$ cat src/rtl/task_pkg.sv
// Shared types and constants for the task session controller and its second-tick prescaler.
package task_pkg;

    typedef enum logic [2:0] {
        IDLE    = 3'd0,
        ARMED   = 3'd1,
        RUN     = 3'd2,
        RELEASE = 3'd3,
        DONE    = 3'd4
    } state_e;

    // Default Master_Clock rate, i.e. the prescaler period of one second.
    localparam int unsigned SEC_TICK = 100_000_000;

    // Counter width able to hold 0..n-1; never narrower than one bit.
    function automatic int unsigned cnt_width(input int unsigned n);
        return (n > 1) ? $clog2(n) : 1;
    endfunction

endpackage

$ cat src/rtl/sec_tick_gen.sv
// One-second prescaler: counts 0..CLK_HZ-1 and flags the last count as a one-cycle tick.
module sec_tick_gen
    import task_pkg::*;
#(
    parameter int unsigned CLK_HZ = SEC_TICK
) (
    input  logic clk,
    input  logic rst_n,
    input  logic clr,
    output logic tick
);

    localparam int unsigned   CW   = cnt_width(CLK_HZ);
    localparam logic [CW-1:0] LAST = CW'(CLK_HZ - 1);

    logic [CW-1:0] cnt_q;

    assign tick = (cnt_q == LAST);

    always_ff @(posedge clk or negedge rst_n) begin
        if (!rst_n) begin
            cnt_q <= '0;
        end else if (clr || tick) begin
            cnt_q <= '0;
        end else begin
            cnt_q <= cnt_q + CW'(1);
        end
    end

endmodule

$ cat src/rtl/task_session_ctrl.sv
// Task session controller: grants the start detector, times a run in seconds and ends it on
// a sustained switch release or on the run time-out.
module task_session_ctrl
    import task_pkg::*;
#(
    parameter int unsigned  CLK_HZ      = SEC_TICK,
    parameter int unsigned  STOP_HOLD_S = 2,
    parameter int unsigned  MAX_RUN_S   = 63,
    parameter int unsigned  SYNC_STAGES = 2,
    localparam int unsigned EW          = $clog2(MAX_RUN_S + 1)
) (
    input  logic          Master_Clock,
    input  logic          Reset_n,
    input  logic          enable,
    input  logic          sw_in,
    input  logic          start_req,
    output logic          task_active,
    output logic          running,
    output logic          start_ack,
    output logic          stop_pulse,
    output logic          timed_out,
    output logic [EW-1:0] elapsed_s
);

    localparam int unsigned   LW     = cnt_width(STOP_HOLD_S + 1);
    localparam logic [EW-1:0] MAX_E  = EW'(MAX_RUN_S);
    localparam logic [LW-1:0] STOP_L = LW'(STOP_HOLD_S);

    logic [SYNC_STAGES-1:0] sync_q;
    logic                   sw_s;
    logic                   tick;
    logic                   tick_clr;

    state_e        state_q, state_d;
    logic [EW-1:0] elapsed_q, elapsed_d, elapsed_inc;
    logic [LW-1:0] low_q, low_d;
    logic          timed_out_q, timed_out_d;
    logic          start_ack_q, start_ack_d;
    logic          stop_pulse_q, stop_pulse_d;
    logic          task_active_q, running_q;

    always_ff @(posedge Master_Clock or negedge Reset_n) begin
        if (!Reset_n) begin
            sync_q <= '0;
        end else begin
            sync_q <= {sync_q[SYNC_STAGES-2:0], sw_in};
        end
    end

    assign sw_s = sync_q[SYNC_STAGES-1];

    sec_tick_gen #(
        .CLK_HZ (CLK_HZ)
    ) u_sec_tick_gen (
        .clk   (Master_Clock),
        .rst_n (Reset_n),
        .clr   (tick_clr),
        .tick  (tick)
    );

    always_comb begin
        state_d      = state_q;
        elapsed_d    = elapsed_q;
        low_d        = low_q;
        timed_out_d  = timed_out_q;
        start_ack_d  = 1'b0;
        stop_pulse_d = 1'b0;
        tick_clr     = 1'b0;
        elapsed_inc  = (elapsed_q == MAX_E) ? elapsed_q : elapsed_q + EW'(1);

        if (!enable) begin
            // Abort: no stop_pulse, everything back to its idle value.
            state_d     = IDLE;
            elapsed_d   = '0;
            low_d       = '0;
            timed_out_d = 1'b0;
        end else begin
            unique case (state_q)
                IDLE: begin
                    state_d = ARMED;
                end
                ARMED: begin
                    if (start_req) begin
                        state_d     = RUN;
                        elapsed_d   = '0;
                        low_d       = '0;
                        timed_out_d = 1'b0;
                        start_ack_d = 1'b1;
                        tick_clr    = 1'b1;
                    end
                end
                RUN, RELEASE: begin
                    if (tick) begin
                        elapsed_d = elapsed_inc;
                        if (state_q == RELEASE) begin
                            low_d = low_q + LW'(1);
                        end
                    end
                    // Time-out outranks a switch return, which outranks the release hold.
                    if (elapsed_d == MAX_E) begin
                        state_d      = DONE;
                        timed_out_d  = 1'b1;
                        stop_pulse_d = 1'b1;
                    end else if (state_q == RUN) begin
                        if (!sw_s) begin
                            state_d = RELEASE;
                            low_d   = '0;
                        end
                    end else if (sw_s) begin
                        state_d = RUN;
                        low_d   = '0;
                    end else if (low_d == STOP_L) begin
                        state_d      = DONE;
                        stop_pulse_d = 1'b1;
                    end
                end
                DONE: begin
                    // Wait for start_req to drop so a held switch cannot re-trigger at once.
                    if (!start_req) begin
                        state_d     = ARMED;
                        timed_out_d = 1'b0;
                    end
                end
                default: begin
                    state_d = IDLE;
                end
            endcase
        end
    end

    always_ff @(posedge Master_Clock or negedge Reset_n) begin
        if (!Reset_n) begin
            state_q       <= IDLE;
            elapsed_q     <= '0;
            low_q         <= '0;
            timed_out_q   <= 1'b0;
            start_ack_q   <= 1'b0;
            stop_pulse_q  <= 1'b0;
            task_active_q <= 1'b0;
            running_q     <= 1'b0;
        end else begin
            state_q       <= state_d;
            elapsed_q     <= elapsed_d;
            low_q         <= low_d;
            timed_out_q   <= timed_out_d;
            start_ack_q   <= start_ack_d;
            stop_pulse_q  <= stop_pulse_d;
            task_active_q <= (state_d == ARMED) || (state_d == RUN) || (state_d == RELEASE);
            running_q     <= (state_d == RUN) || (state_d == RELEASE);
        end
    end

    assign task_active = task_active_q;
    assign running     = running_q;
    assign start_ack   = start_ack_q;
    assign stop_pulse  = stop_pulse_q;
    assign timed_out   = timed_out_q;
    assign elapsed_s   = elapsed_q;

endmodule
$ cat config.mk
export PLATFORM = sky130hd
export DESIGN_NAME = task_session_ctrl
export DESIGN_NICKNAME = d
export VERILOG_FILES = /design/src/rtl/task_pkg.sv /design/src/rtl/sec_tick_gen.sv /design/src/rtl/task_session_ctrl.sv
export SDC_FILE = /design/constraint.sdc
export NUM_CORES = 1
export LEC_CHECK = 0
export BUFFER_PORTS_ARGS = -buffer_cell sky130_fd_sc_hd__clkbuf_2
export CAP_MARGIN = 30
export CORE_UTILIZATION = 40
export DETAILED_ROUTE_END_ITERATION = 12
export GPL_TIMING_DRIVEN = 0
export PLACE_DENSITY = 0.58
export SLEW_MARGIN = 20
export SYNTH_ARGS = -nofsm -noshare
export SYNTH_HDL_FRONTEND = slang
export SYNTH_SLANG_ARGS = --single-unit
export TNS_END_PERCENT = 10
$ cat constraint.sdc
create_clock -name Master_Clock -period 2.4 [get_ports Master_Clock]
set_input_delay 0.12 -clock Master_Clock [delete_from_list [all_inputs] [get_ports Master_Clock]]
set_output_delay 0.12 -clock Master_Clock [all_outputs]
set_load 0.01 [all_outputs]
==> metrics.md <==
| Metric | Value |
|---|---|
| N_diodes | `0` |
| Cell Pwr Density | `579 mW/mm²` |
| Final worst path period need | `2.35 ns` |
| Final wirelength | `4520 µm` |
| Worst setup path class | `reg2reg` |
| Clock power frac | `0.295` |
| Antenna viol nets, final | `0` |
| Setup TNS | `0 ns` |
| Dpl cells | `332` |
| Worst hold slack | `0.116 ns` |
| Cts bufs inserted | `5` |
| Leading area contributor after synthesis | `dfrtp_1` |
| Largest net degree at the start of global routing | `46` |
| Tcrit/Tclk final | `0.980` |
| IO Pins | `16` |
| CP endpoint kind | `register` |
| Avg Inst Size Synth | `9.54 µm²` |
| Port bufs | `15` |
| Worst-path cell chain | `ha_1 -> and3_1 -> o31ai_1 -> nand3_1 -> a221o_1 -> o31ai_2 -> nand2_1 -> o22ai_1` |
| Synth cell types | `49` |
| Clk sinks | `45` |
| Via count | `1786` |
| Pleak | `1.18 nW` |
| Post-route total power | `1.53 mW` |
| Least-Margin Pin Slew | `0.618 ns` |
| Post-route clock skew | `0.00711 ns` |
| Total gr overflow | `0` |
| Row count | `27` |
| Part of the power in combinational logic | `0.130` |
| DRC | `0` |
| RSZ-0062 raised after global routing | `yes` |
| Worst hold path class | `in2reg` |
| Initial Util | `0.419` |
| Relative slew margins | `0.588` |
| H-tree depth | `2` |
| DIE AREA | `0.00615 mm²` |
| Finished Layout Cells | `345` |
| Number of global-route vias before repair | `1698` |
| Yosys warning total | `0` |
| Yosys top cell area share | `0.482` |
| Max Cap Viol | `0` |
| Syn nets | `252` |
| Global Route Usage Sum | `0.168` |
| CP Launch Type | `register` |
| CP max stage cell | `dfrtp_1` |
| DR iter-0 viols | `60` |
| Initial antenna violation count | `0` |
| Status | `completed` |
| Layout area overhead | `13.1%` |
| Die height | `78.4 µm` |
| Cells after Synth | `245` |
| Most common cell after layout, fill and taps aside | `dfrtp_1` |
| Worst-Skew Late Latency | `0.30 ns` |
| Final-layout fill cell count | `555` |
| Global-route wire length before repair | `8080 µm` |
| Final setup fails | `0` |
| Area contributors post-synth | `dfrtp_1, nor2_1, xnor2_1` |
| Root buf cell | `clkbuf_8` |
| Area of the mapped netlist | `0.00234 mm²` |
| Switching share of power | `0.277` |
| Worst Path Arrival | `2.57 ns` |
| Asr flop ratio synth | `1.00` |
| Worst vdd ir | `263 µV` |
| Most frequent cells in the layout | `dfrtp_1, nor2_1, nand2_1, nand3_1` |
| GPL Wtd Cong | `0.791` |
| Via/cell ratio | `5.18` |
| Wire length per cell | `13.1 µm` |
| Final Max Tran Viols | `0` |
| CTS tree | `yes` |
| WP data required | `2.62 ns` |
| Core footprint | `0.00557 mm²` |
| Fmax | `0.425 GHz` |
| Dpl hpwl | `3190 µm` |
| Layout cell share with drive strength beyond 1 | `0.158` |
| Internal power | `1.11 mW` |
| Post-synth EDFFs | `0` |
| Crit path largest cell delay | `0.44 ns` |
| Die W | `78.4 µm` |
| Crit-path max FO | `6` |
| Net Switching | `0.423 mW` |
| Seq pwr share | `0.575` |
| Register bit total from synthesis | `45` |
| Longest Clk Path Bufs | `2` |
| Fin nets | `279` |
| CTS clock-pin slew for the worst setup and hold paths | `0.08 ns` |
| Drt first pass iters | `4` |
| Register area share after synthesis | `0.482` |
| Primary FF master, synth | `dfrtp_1` |
| Final Hold Viols | `0` |
worst paths after layout:
path | start | endpoint | slack (ns) | cells past startpoint
min reg2reg | sync_q[0] | sync_q[1] | 0.36 | 0
min in group asynchronous | Reset_n | u_sec_tick_gen.cnt_q[24] | 0.40 | 2
min | enable | state_q[0] | 0.12 | 2
max | elapsed_s[0] | low_q[1] | 0.05 | 8
max reg2reg | elapsed_s[0] | low_q[1] | 0.05 | 8
max in group asynchronous | Reset_n | task_active | 1.59 | 2
kinds of logic (layout without fill, tap and decap cells):
family                     Yosys count  in the layout  share of synthesized area
adders and majority gates            3              3                     0.0150
DFF                                 45             45                      0.482
buffers and inverters               17             45                     0.0316
AOI/OAI and AO/OA                   38             38                      0.112
xor gates and xnor gates            26             26                     0.0974
and+or+nand+nor                    113            113                      0.248
muxes                                3              3                     0.0139
per-stage QoR:
stage,util,instance area [µm²],worst slack (ns)
after floorplan,-,2340,0.215
after global placement,0.449,2500,-0.0702
after detailed placement,0.449,2500,-0.0802
after CTS,0.470,2620,0.0172
after global routing,0.474,2640,-0.0954
final,0.474,2640,0.0473
critical path: cells and delay by family (launching register included):
family / cells / cell delay, ns
AOI/OAI and AO/OA: 4 / 1.08
adders and majority gates: 1 / 0.30
DFF: 1 / 0.44
and+or+nand+nor: 3 / 0.46
sequential cells by signal, summed over array words and instances (netlist names):
name	count
elapsed_s	6
low_q	2
running	1
start_ack	1
state_q	3
stop_pulse	1
sync_q	2
task_active	1
timed_out	1
u_sec_tick_gen.cnt_q	27
cells in the mapped netlist, drive strengths merged, types with 3 or more instances:
cell type and count:
nand2 17, dfrtp 45, o21ai 7, xor2 12
nand4 7, a21oi 11, buf 3, nor3 3
clkbuf 6, o31ai 3, nand3 17, a31oi 3
xnor2 14, and2 3, and3 13, inv 8
nor2 41
cell type report:
type	instances	area (µm²)	share of cell area
buffer	9	43.8	0.0166
clock buffer	6	72.6	0.0274
clock inverter	2	10.0	0.00379
inverter	8	30.0	0.0114
multi-input combinational	183	1150	0.435
sequential	45	1130	0.426
tap	72	90.1	0.0341
timing repair buffer	20	120	0.0454
power by group through the flow:
stage / clock (mW) / combinational (mW) / sequential, mW
floorplan: 0 / 0.130 / 0.879
global placement: 0 / 0.175 / 0.889
detailed placement: 0 / 0.180 / 0.894
CTS: 0.477 / 0.185 / 0.878
global route: 0.514 / 0.226 / 0.886
finish: 0.452 / 0.199 / 0.880
layer usage:
layer  global-route usage  vias to the layer above  wire length (µm)
li1                     -                      904                 -
met1                0.247                      855              2410
met2                0.245                       20              1920
met3               0.0349                        7               117
met4               0.0556                        0                65
met5                    0                        -                 0
what timing repair did:
item	CTS	global route
setup endpoints to repair	8	28
pin swaps	1	1
cloned	0	0
gates resized for setup	1	3
hold endpoints to repair	46	0
buffers inserted	1	2
hold buffers	2	0
No activity file was read; power rests on OpenSTA's default activity.
